<file path="config.mk">
export PLATFORM = sky130hd
export DESIGN_NAME = ysyx_24100005_lsu
export DESIGN_NICKNAME = d
export VERILOG_FILES = /design/src/rtl/ysyx_24100005_lsu_pkg.sv /design/src/rtl/ysyx_24100005_lsu_align.sv /design/src/rtl/ysyx_24100005_lsu.sv
export SDC_FILE = /design/constraint.sdc
export NUM_CORES = 1
export LEC_CHECK = 0
export BUFFER_PORTS_ARGS = -buffer_cell sky130_fd_sc_hd__buf_2
export CORE_ASPECT_RATIO = 0.7
export CORE_UTILIZATION = 45
export DETAILED_ROUTE_END_ITERATION = 16
export PLACE_DENSITY = 0.77
export SETUP_SLACK_MARGIN = 0.3
export SYNTH_ARGS = -nofsm -noshare
export SYNTH_HDL_FRONTEND = slang
export SYNTH_SLANG_ARGS = --single-unit
</file>
<file path="constraint.sdc">
create_clock -name clk -period 4.2 [get_ports clk]
set_input_delay 0.42 -clock clk [delete_from_list [all_inputs] [get_ports clk]]
set_output_delay 0.42 -clock clk [all_outputs]
set_load 0.03 [all_outputs]
</file>
<file path="src/rtl/ysyx_24100005_lsu_pkg.sv">
// Shared types and helpers for the ysyx_24100005 load/store unit.
// Holds the FSM state encoding, the funct3 codes and the access-size byte mask.
package ysyx_24100005_lsu_pkg;

    typedef enum logic [1:0] {
        S_IDLE = 2'd0,
        S_ADDR = 2'd1,
        S_WAIT = 2'd2,
        S_RESP = 2'd3
    } state_t;

    localparam logic [2:0] F3_B  = 3'b000;
    localparam logic [2:0] F3_H  = 3'b001;
    localparam logic [2:0] F3_W  = 3'b010;
    localparam logic [2:0] F3_D  = 3'b011;
    localparam logic [2:0] F3_BU = 3'b100;
    localparam logic [2:0] F3_HU = 3'b101;
    localparam logic [2:0] F3_WU = 3'b110;

    // Byte-enable pattern at lane 0; funct3[1:0] encodes log2 of the access size.
    function automatic logic [7:0] size_mask(input logic [2:0] funct3);
        case (funct3[1:0])
            2'b00:   return 8'h01;
            2'b01:   return 8'h03;
            2'b10:   return 8'h0F;
            default: return 8'hFF;
        endcase
    endfunction

endpackage

</file>
<file path="src/rtl/ysyx_24100005_lsu_align.sv">
// Combinational byte-lane logic for the LSU: store shift, write mask,
// load extraction and sign/zero extension.
module ysyx_24100005_lsu_align
    import ysyx_24100005_lsu_pkg::*;
#(
    parameter int DATA_W = 32,
    localparam int NB    = DATA_W / 8,
    localparam int OFF_W = $clog2(NB)
) (
    input  logic [2:0]        st_funct3,
    input  logic [OFF_W-1:0]  st_off,
    input  logic [DATA_W-1:0] st_data,
    output logic [DATA_W-1:0] st_data_sh,
    output logic [NB-1:0]     st_mask,
    input  logic [2:0]        ld_funct3,
    input  logic [OFF_W-1:0]  ld_off,
    input  logic [DATA_W-1:0] ld_data,
    output logic [DATA_W-1:0] ld_ext
);

    logic [DATA_W-1:0] ld_sh;

    always_comb begin
        st_data_sh = st_data << {st_off, 3'b000};
        st_mask    = NB'(size_mask(st_funct3)) << st_off;
    end

    always_comb begin
        ld_sh = ld_data >> {ld_off, 3'b000};
        // Size casts of a signed operand sign-extend; of an unsigned one, zero-extend.
        case (ld_funct3)
            F3_B:    ld_ext = DATA_W'($signed(ld_sh[7:0]));
            F3_H:    ld_ext = DATA_W'($signed(ld_sh[15:0]));
            F3_W:    ld_ext = DATA_W'($signed(ld_sh[31:0]));
            F3_BU:   ld_ext = DATA_W'(ld_sh[7:0]);
            F3_HU:   ld_ext = DATA_W'(ld_sh[15:0]);
            F3_WU:   ld_ext = DATA_W'(ld_sh[31:0]);
            default: ld_ext = ld_sh;
        endcase
    end

endmodule

</file>
<file path="src/rtl/ysyx_24100005_lsu.sv">
// Multi-cycle load/store unit: request latch, bus FSM, timeout and response.
// Optional macro YSYX_24100005_LSU_MISALIGN_CHK_EN turns misaligned accesses into errors.
module ysyx_24100005_lsu
    import ysyx_24100005_lsu_pkg::*;
#(
    parameter int ADDR_W      = 32,
    parameter int DATA_W      = 32,
    parameter int TIMEOUT_CYC = 255
) (
    input  logic                clk,
    input  logic                rst,
    input  logic                req_valid,
    output logic                req_ready,
    input  logic                req_we,
    input  logic [2:0]          req_funct3,
    input  logic [ADDR_W-1:0]   req_addr,
    input  logic [DATA_W-1:0]   req_wdata,
    output logic                resp_valid,
    output logic [DATA_W-1:0]   resp_rdata,
    output logic                resp_err,
    output logic                mem_valid,
    input  logic                mem_ready,
    output logic                mem_we,
    output logic [ADDR_W-1:0]   mem_addr,
    output logic [DATA_W-1:0]   mem_wdata,
    output logic [DATA_W/8-1:0] mem_wmask,
    input  logic                mem_rvalid,
    input  logic [DATA_W-1:0]   mem_rdata
);

    localparam int          NB      = DATA_W / 8;
    localparam int          OFF_W   = $clog2(NB);
    localparam logic [15:0] TO_LAST = 16'(TIMEOUT_CYC - 1);

    state_t            state;
    state_t            state_nxt;
    logic [15:0]       cnt;
    logic [2:0]        lat_funct3;
    logic [OFF_W-1:0]  lat_off;

    logic [OFF_W-1:0]  req_off;
    logic [OFF_W-1:0]  lo_mask;
    logic [OFF_W-1:0]  eff_off;
    logic              f3_legal;
    logic              req_bad;
    logic              timeout;
    logic [DATA_W-1:0] st_data_sh;
    logic [NB-1:0]     st_mask;
    logic [DATA_W-1:0] ld_ext;

    assign req_off = req_addr[OFF_W-1:0];
    assign lo_mask = OFF_W'((4'd1 << req_funct3[1:0]) - 4'd1);

    always_comb begin
        f3_legal = 1'b0;
        if (req_we) begin
            case (req_funct3)
                F3_B, F3_H, F3_W: f3_legal = 1'b1;
                F3_D:             f3_legal = (DATA_W == 64);
                default:          f3_legal = 1'b0;
            endcase
        end else begin
            case (req_funct3)
                F3_B, F3_H, F3_W, F3_BU, F3_HU: f3_legal = 1'b1;
                F3_D, F3_WU:                    f3_legal = (DATA_W == 64);
                default:                        f3_legal = 1'b0;
            endcase
        end
    end

`ifdef YSYX_24100005_LSU_MISALIGN_CHK_EN
    assign eff_off = req_off;
    assign req_bad = !f3_legal || (|(req_off & lo_mask));
`else
    // Sub-size offset bits are dropped so the access lands on its natural boundary.
    assign eff_off = req_off & ~lo_mask;
    assign req_bad = !f3_legal;
`endif

    ysyx_24100005_lsu_align #(
        .DATA_W (DATA_W)
    ) u_align (
        .st_funct3  (req_funct3),
        .st_off     (eff_off),
        .st_data    (req_wdata),
        .st_data_sh (st_data_sh),
        .st_mask    (st_mask),
        .ld_funct3  (lat_funct3),
        .ld_off     (lat_off),
        .ld_data    (mem_rdata),
        .ld_ext     (ld_ext)
    );

    assign timeout    = ((state == S_ADDR) || (state == S_WAIT)) && (cnt == TO_LAST);
    assign req_ready  = (state == S_IDLE);
    assign mem_valid  = (state == S_ADDR);
    assign resp_valid = (state == S_RESP);

    // NOTE: every always_comb output gets a default first so no path can infer a latch.
    always_comb begin
        state_nxt = state;
        case (state)
            S_IDLE: if (req_valid) state_nxt = req_bad ? S_RESP : S_ADDR;
            S_ADDR: begin
                if (timeout)        state_nxt = S_RESP;
                else if (mem_ready) state_nxt = S_WAIT;
            end
            S_WAIT: begin
                if (timeout)         state_nxt = S_RESP;
                else if (mem_rvalid) state_nxt = S_RESP;
            end
            S_RESP:  state_nxt = S_IDLE;
            default: state_nxt = S_IDLE;
        endcase
    end

    // NOTE: sequential state uses non-blocking assignments so every register samples pre-edge values.
    always_ff @(posedge clk) begin
        if (rst) begin
            state <= S_IDLE;
        end else begin
            state <= state_nxt;
        end
    end

    always_ff @(posedge clk) begin
        if (rst) begin
            cnt        <= '0;
            lat_funct3 <= '0;
            lat_off    <= '0;
            resp_rdata <= '0;
            resp_err   <= 1'b0;
            mem_we     <= 1'b0;
            mem_addr   <= '0;
            mem_wdata  <= '0;
            mem_wmask  <= '0;
        end else begin
            case (state)
                S_IDLE: begin
                    if (req_valid) begin
                        cnt <= '0;
                        if (req_bad) begin
                            resp_err   <= 1'b1;
                            resp_rdata <= '0;
                        end else begin
                            lat_funct3 <= req_funct3;
                            lat_off    <= eff_off;
                            mem_we     <= req_we;
                            mem_addr   <= {req_addr[ADDR_W-1:OFF_W], {OFF_W{1'b0}}};
                            mem_wdata  <= st_data_sh;
                            mem_wmask  <= st_mask;
                        end
                    end
                end
                S_ADDR, S_WAIT: begin
                    cnt <= cnt + 16'd1;
                    if (timeout) begin
                        resp_err   <= 1'b1;
                        resp_rdata <= '0;
                    end else if (state == S_WAIT && mem_rvalid) begin
                        resp_err   <= 1'b0;
                        resp_rdata <= mem_we ? '0 : ld_ext;
                    end
                end
                default: ;
            endcase
        end
    end

endmodule

</file>
**Word level (Yosys, flattened, before mapping)**

Cells that the tools add are included.

- Memory bits (read-only): 0
- Register bits after elaboration: 123
- Input bits: 105
- Latch bits: 0
- RAM bits: 0
- Memories: 0

- Add/subtract/negate cells: 2
- Shifts and indexed selects: 4
- Multiplexer cells: 25
- Equal/unequal tests: 18
- Bitwise logic cells: 2
- $mul: 0
- Divide/modulo/power cells: 0
- Reductions and logical operators: 15
- Magnitude comparators: 0

Operator list:

| kind | count |
|---|---|
| $mux W32 | 5 |
| $pmux W32 S4 | 1 |
| $pmux W32 S2 | 1 |
| $pmux W16 S2 | 1 |
| $shl A32 B5 Y32 | 1 |
| $shr A32 B5 Y32 | 1 |
| $add A16 B1 Y16 const B | 1 |
| $eq A16 B8 Y1 const B | 1 |
| $mux W16 | 1 |
| $eq A3 B3 Y1 const B | 4 |
| $mux W2 | 6 |
| $pmux W4 S3 | 1 |
| $pmux W2 S4 | 1 |
| $mux W1 | 7 |
| $eq A2 B2 Y1 const B | 3 |
| $eq A3 B1 Y1 const B | 2 |
| $logic_not A3 Y1 | 2 |
| $ne A3 B3 Y1 const B | 2 |
| $reduce_and A3 Y1 | 2 |
| $reduce_or A5 Y1 | 1 |
| $eq A2 B1 Y1 const B | 2 |
| $logic_not A2 Y1 | 2 |
| $ne A2 B2 Y1 const B | 2 |
| $reduce_and A4 Y1 | 1 |
| other kinds (14) | 15 |

**Longest topological paths before layout**

- Depth in word-level cells: 7
- Depth in mapped cells: 10

**Cells and area by module**

From an unflattened synthesis, not the netlist that was laid out.

- Cell total of the unflattened synthesis: 811
- Area, all modules: 6596.3 um2

By module, submodules not included:

| module | times used | sequential area each (um2) | cells each | area each (um2) |
|---|---|---|---|---|
| ysyx_24100005_lsu | 1 | 2462.4 | 605 | 5183.7 |
| ysyx_24100005_lsu_align | 1 | 0.0 | 206 | 1412.6 |

**Least setup slack after synthesis**

Ideal clock, no wire load.

- Path kind: flip-flop to flip-flop
- Start: register state[0]
- End: register resp_rdata[16]
- Clock period less this slack: 2.569 ns
- Path buffers: 2
- Stages on the path, launching flop included: 10
- Path slack: 1.631 ns
- Library setup time: 0.060 ns
- Arrival time: 2.509 ns
- Path through: dfxtp_1 -> inv_1 -> ha_1 -> buf_2 -> mux2i_1 -> a211oi_1 -> nand3_2 -> a2111oi_4 -> buf_2 -> a221o_1

- Elaborated cells on any way between the ends: 14
- Those cells by class: eq/ne (5); mux (2); reduce/logical (7)

RTL lines:

| element | line | text |
|---|---|---|
| start, declared | ysyx_24100005_lsu.sv:35 | `state_t state;` |
| start signal, assigned | ysyx_24100005_lsu.sv:122 | `state <= state_nxt;` |
| $logic_not A2 Y1 * | n/a |  |
| via req_ready | ysyx_24100005_lsu.sv:13 | `output logic req_ready,` |
| $ne A2 B2 Y1 (no line) or $reduce_bool A2 Y1 (tied branches) | n/a |  |
| $reduce_and A4 Y1 (no line) | n/a |  |
| end signal, assigned | ysyx_24100005_lsu.sv:162 | `resp_rdata <= mem_we ? '0 : ld_ext;` |
| end, declared | ysyx_24100005_lsu.sv:19 | `output logic [DATA_W-1:0] resp_rdata,` |

Mark *: on every way through the listed nets, which the timed path passes. The rest lies on a longest branch.
A chain may end at the register's enable or synchronous reset.

**Final worst setup path**

- Start: register state[0]
- End: register resp_rdata[24]

- Cells in the longest elaborated chain, start to end: 5
- Elaborated cells on any way between the ends: 14
- Those cells by class: eq/ne (5); mux (2); reduce/logical (7)

Ends and longest elaborated chain:

| element | line | text |
|---|---|---|
| $eq A2 B1 Y1 or $eq A2 B2 Y1 (tied branches) | ysyx_24100005_lsu.sv:94, ysyx_24100005_lsu.sv:138, ysyx_24100005_lsu.sv:160 |  |
| $logic_or A1 B1 Y1 | ysyx_24100005_lsu.sv:94 | `assign timeout = ((state == S_ADDR) \|\| (state == S_WAIT)) && (cnt == TO_LAST);` |
| $logic_and A1 B1 Y1 | ysyx_24100005_lsu.sv:94 |  |
| $ne A3 B3 Y1 (no line) or $mux W32 (tied branches) | n/a |  |
| $reduce_and A4 Y1 (no line) or $pmux W32 S2 (tied branches) | n/a |  |

Several ways; a longest one is shown, not always the timed one.

==> results_dict.tcl <==
set metrics [dict create \
    run_status "finished clean" \
    grt_start_max_net_pins 82 \
    die_h_um 95.6 \
    synth_top_flop_cell "sky130_fd_sc_hd__dfxtp_1" \
    maxSlewViolCount 0 \
    die-area_mm2 0.0130 \
    hold_ws_ps 251 \
    cap_violations 0 \
    routabilityCongestion 0.854 \
    antenna_left 0 \
    wl_per_cell_um 14.7 \
    path_cells "inv_1, ha_1, mux2i_1, a211oi_1, nand3_2, a2111oi_4, a221o_1" \
    core-area_mm2 0.0119 \
    floorplan.die.width_um 136 \
    fin_skew_ps 10.5 \
    timing.final.setup_violations 0 \
    hold-path-endpoint "mem_addr[31]" \
    totalWireLength_mm 15.2 \
    layout_nets 976 \
    ys_ff_latch 123 \
    yosys.area_share.xor_xnor_pct 2.18 \
    syn_avg_cell_area_um2 8.26 \
    cts-resized-gates 0 \
    ctsHtreeMaxLevel 4 \
    crit_required_ps 4540 \
    stdcell_area_mm2 0.00728 \
    ff2ff_setup_slack_ps 1150 \
    cts-buffers-inserted 17 \
    power_w 0.00383 \
    worstMarginPinSlew_ps 1080 \
    cp.arrival_ps 3390 \
    netlist_instances 681 \
    detail_route.iter0.violations 329 \
    postPlaceCellArea_mm2 0.00671 \
    floorplan.io_pins 210 \
    antenna_violations_before_repair 1 \
    final-hold-violation-count 0 \
    syn_area_mm2 0.00563 \
    fin_crit_ps 3050 \
    timing.critical_path.from_type "flop" \
    r2r_cells 7 \
    drc 0 \
    fraction_of_layout_cells_with_a_size_suffix_above_1_pct 30.5 \
    grt_pass1_vias 4774 \
    clkSinkCount 123 \
    complex_gate_fraction_of_the_synthesized_area_pct 18.9 \
    row_cnt 33 \
    grt_first_pass_wirelength_mm 23.9 \
    cp_slowest_cell "sky130_fd_sc_hd__a2111oi_4" \
    antennaDiodeCount 0 \
    tritoncts_clock_tree "yes" \
    worstHoldPathType "in -> reg" \
    power_per_cell_area_mw_per_mm2 526 \
    synthSimpleGateAreaFrac_pct 20.7 \
    synth-seq-area-share_pct 43.8 \
    worst_hold_startpoint "req_addr[31]" \
    drt_pass1_iterations 5 \
    ir_drop_mv 0.496 \
    initial_core_util_pct 47.2 \
    holdPathStages 3 \
    critical_path.reg2reg.startpoint "state[0]" \
    worst_skew_pair.late_latency_ps 400 \
    average_vias_per_placed_instance 5.28 \
    r2r-end "resp_rdata[24]" \
    dominant_combinational_cell_family_by_area_after_synthesis "simple AND/OR/NAND/NOR gates" \
    dp.final_hpwl_mm 11.0 \
    slowest_delay_ps 870 \
    synthesis.yosys.warnings 0 \
    leakagePower_nw 3.18 \
    aggregate_negative_setup_slack_ps 0 \
    track_usage_pct 23.6 \
    ys_types 51 \
    clock-root-buffer "sky130_fd_sc_hd__clkbuf_16" \
    synth_edf_count 0 \
    crit_fanout 16 \
    clk_pin_slew_ps 60 \
    start_to_end_type_of_the_worst_setup_path "reg -> reg" \
    post_synth_fa_ha_maj_area_fraction_pct 1.56 \
    endpoint_kind "flop" \
    postLayoutCoreUtil_pct 61.0 \
    cts.path.max_buffers 2 \
    period_share_pct 72.6 \
    placement.io_buffers 207 \
    grt_setup_unrepaired "false" \
    synth_async_sr_flop_share_pct 0 \
    timing.max_slew.rel_slack_pct 27.8 \
    post_cts_buffers 0 \
    areaGrowthSynthToFinish_pct 29.4 \
    num_vias 5447 \
    cts.hold.buffers_added 0 \
    yosys-mux-area-fraction_pct 8.23 \
    grt_overflow_total 0 \
    max_freq_mhz 328 \
]
==> flip-flops by register name, indices dropped and copies added (netlist names), 2 cells and up <==
register and count:
mem_wdata 32, resp_rdata 32, mem_addr 30, cnt 16
mem_wmask 4, lat_funct3 3, lat_off 2, state 2
==> critical path: cells and delay by family, from the launching register on <==
family,cells,cell delay (ps)
flip-flops,1,390
multiplexers,1,250
AO/OA/AOI/OAI,3,1500
adder cells (fa/ha/maj),1,450
AND/OR/NAND/NOR,1,280
buffers and inverters,1,110
==> where the power goes <==
group          total [W]  switching, W  internal, W
logic            0.00107      0.000730     0.000340
clock network    0.00141      0.000521     0.000894
registers        0.00134     0.0000694      0.00127
total            0.00383       0.00132      0.00251
==> kinds of logic (layout without fill, tap and decap cells) <==
logic type	Yosys count	in the layout
AO/OA/AOI/OAI	165	165
XOR/XNOR	14	14
adder cells (fa/ha/maj)	7	7
buffers and inverters	60	253
flip-flops	123	123
multiplexers	45	45
other	1	2
AND/OR/NAND/NOR	266	266
==> metal layers <==
metal | share of wire [%] | track usage (%)
met1 | 49 | 33.4
met2 | 43 | 34.8
met3 | 6.5 | 6.54
met4 | 1.3 | 6.65
met5 | 0.079 | 0
==> cell usage in the layout (no fill, tap or decap), types with 2 or more instances in the layout <==
| cell type | synthesis | layout |
|---|---|---|
| sky130_fd_sc_hd__buf_2 | 5 | 207 |
| sky130_fd_sc_hd__nand2_1 | 145 | 145 |
| sky130_fd_sc_hd__dfxtp_1 | 123 | 123 |
| sky130_fd_sc_hd__a21oi_1 | 83 | 83 |
| sky130_fd_sc_hd__nor2_1 | 59 | 58 |
| sky130_fd_sc_hd__mux2i_1 | 35 | 35 |
| sky130_fd_sc_hd__o21ai_0 | 20 | 20 |
| sky130_fd_sc_hd__clkbuf_16 | 0 | 17 |
| sky130_fd_sc_hd__a221o_1 | 16 | 16 |
| sky130_fd_sc_hd__nand3_1 | 14 | 14 |
| sky130_fd_sc_hd__nor3_1 | 13 | 13 |
| sky130_fd_sc_hd__a211oi_1 | 11 | 11 |
| sky130_fd_sc_hd__xor2_1 | 10 | 10 |
| sky130_fd_sc_hd__mux2_2 | 10 | 10 |
| sky130_fd_sc_hd__o2bb2ai_1 | 9 | 9 |
| sky130_fd_sc_hd__inv_1 | 8 | 8 |
| sky130_fd_sc_hd__o211ai_1 | 8 | 8 |
| sky130_fd_sc_hd__buf_4 | 2 | 8 |
| sky130_fd_sc_hd__a22o_1 | 7 | 7 |
| sky130_fd_sc_hd__ha_1 | 7 | 7 |
| sky130_fd_sc_hd__clkinvlp_4 | 0 | 7 |
| sky130_fd_sc_hd__nand4_1 | 6 | 6 |
| sky130_fd_sc_hd__nand2b_1 | 4 | 4 |
| sky130_fd_sc_hd__and2_1 | 4 | 4 |
| sky130_fd_sc_hd__xnor2_1 | 4 | 4 |
| sky130_fd_sc_hd__or2_2 | 3 | 3 |
| sky130_fd_sc_hd__nor2b_1 | 3 | 3 |
| sky130_fd_sc_hd__nor3b_1 | 3 | 2 |
| sky130_fd_sc_hd__and3_1 | 2 | 2 |
| sky130_fd_sc_hd__a21o_1 | 2 | 2 |
| sky130_fd_sc_hd__a22oi_1 | 2 | 2 |
| sky130_fd_sc_hd__conb_1 | 1 | 2 |
| sky130_fd_sc_hd__clkbuf_8 | 1 | 2 |
| sky130_fd_sc_hd__bufinv_16 | 0 | 2 |
| sky130_fd_sc_hd__clkinv_2 | 0 | 2 |
==> synth_stat cells, types with 2 or more instances <==
cell | n | area share (%)
sky130_fd_sc_hd__o21ai_0 | 20 | 1.8
sky130_fd_sc_hd__nand2b_1 | 4 | 0.44
sky130_fd_sc_hd__xor2_1 | 10 | 1.6
sky130_fd_sc_hd__mux2_2 | 10 | 2.0
sky130_fd_sc_hd__mux2i_1 | 35 | 6.2
sky130_fd_sc_hd__nand3_1 | 14 | 1.2
sky130_fd_sc_hd__and2_1 | 4 | 0.44
sky130_fd_sc_hd__a221o_1 | 16 | 2.8
sky130_fd_sc_hd__buf_6 | 2 | 0.40
sky130_fd_sc_hd__nor2b_1 | 3 | 0.33
sky130_fd_sc_hd__ha_1 | 7 | 1.6
sky130_fd_sc_hd__buf_1 | 5 | 0.33
sky130_fd_sc_hd__clkbuf_1 | 37 | 2.5
sky130_fd_sc_hd__nor3_1 | 13 | 1.2
sky130_fd_sc_hd__a22o_1 | 7 | 1.1
sky130_fd_sc_hd__and3_1 | 2 | 0.22
sky130_fd_sc_hd__nand2_1 | 145 | 9.7
sky130_fd_sc_hd__a22oi_1 | 2 | 0.27
sky130_fd_sc_hd__o2bb2ai_1 | 9 | 1.4
sky130_fd_sc_hd__a21oi_1 | 83 | 7.4
sky130_fd_sc_hd__buf_2 | 5 | 0.44
sky130_fd_sc_hd__dfxtp_1 | 123 | 44
sky130_fd_sc_hd__a211oi_1 | 11 | 1.5
sky130_fd_sc_hd__nor2_1 | 59 | 3.9
sky130_fd_sc_hd__nor3b_1 | 3 | 0.40
sky130_fd_sc_hd__inv_1 | 8 | 0.53
sky130_fd_sc_hd__o211ai_1 | 8 | 1.1
sky130_fd_sc_hd__a21o_1 | 2 | 0.27
sky130_fd_sc_hd__buf_4 | 2 | 0.27
sky130_fd_sc_hd__nand4_1 | 6 | 0.67
sky130_fd_sc_hd__or2_2 | 3 | 0.33
sky130_fd_sc_hd__xnor2_1 | 4 | 0.62
==> cell type report <==
cell class / count / area, um2
Fill cell: 1088 / 4650
Multi-Input combinational cell: 499 / 2920
Sequential cell: 123 / 2460
Timing Repair Buffer: 215 / 1100
Clock buffer: 19 / 453
Tap cell: 157 / 196
Clock inverter: 11 / 123
Inverter: 8 / 30.0
==> how the worst max path moves through the flow <==
stage,start,cells after the start,endpoint
finish,state[0],7,resp_rdata[24]
global route,state[0],7,resp_rdata[31]
CTS,state[0],7,resp_rdata[24]
detailed placement,state[0],7,resp_rdata[24]
global placement,state[0],7,resp_rdata[29]
floorplan,state[0],9,resp_rdata[16]
==> metrics by stage <==
step | setup slack (ps) | instances
3_5_place_dp | 1180 | 1002
3_3_place_gp | 1320 | 1002
4_1_cts | 1180 | 1032
6_report | 1150 | 1032
2_1_floorplan | 1630 | 682
5_1_grt | 892 | 1032
No activity file was read; power rests on OpenSTA's default activity.
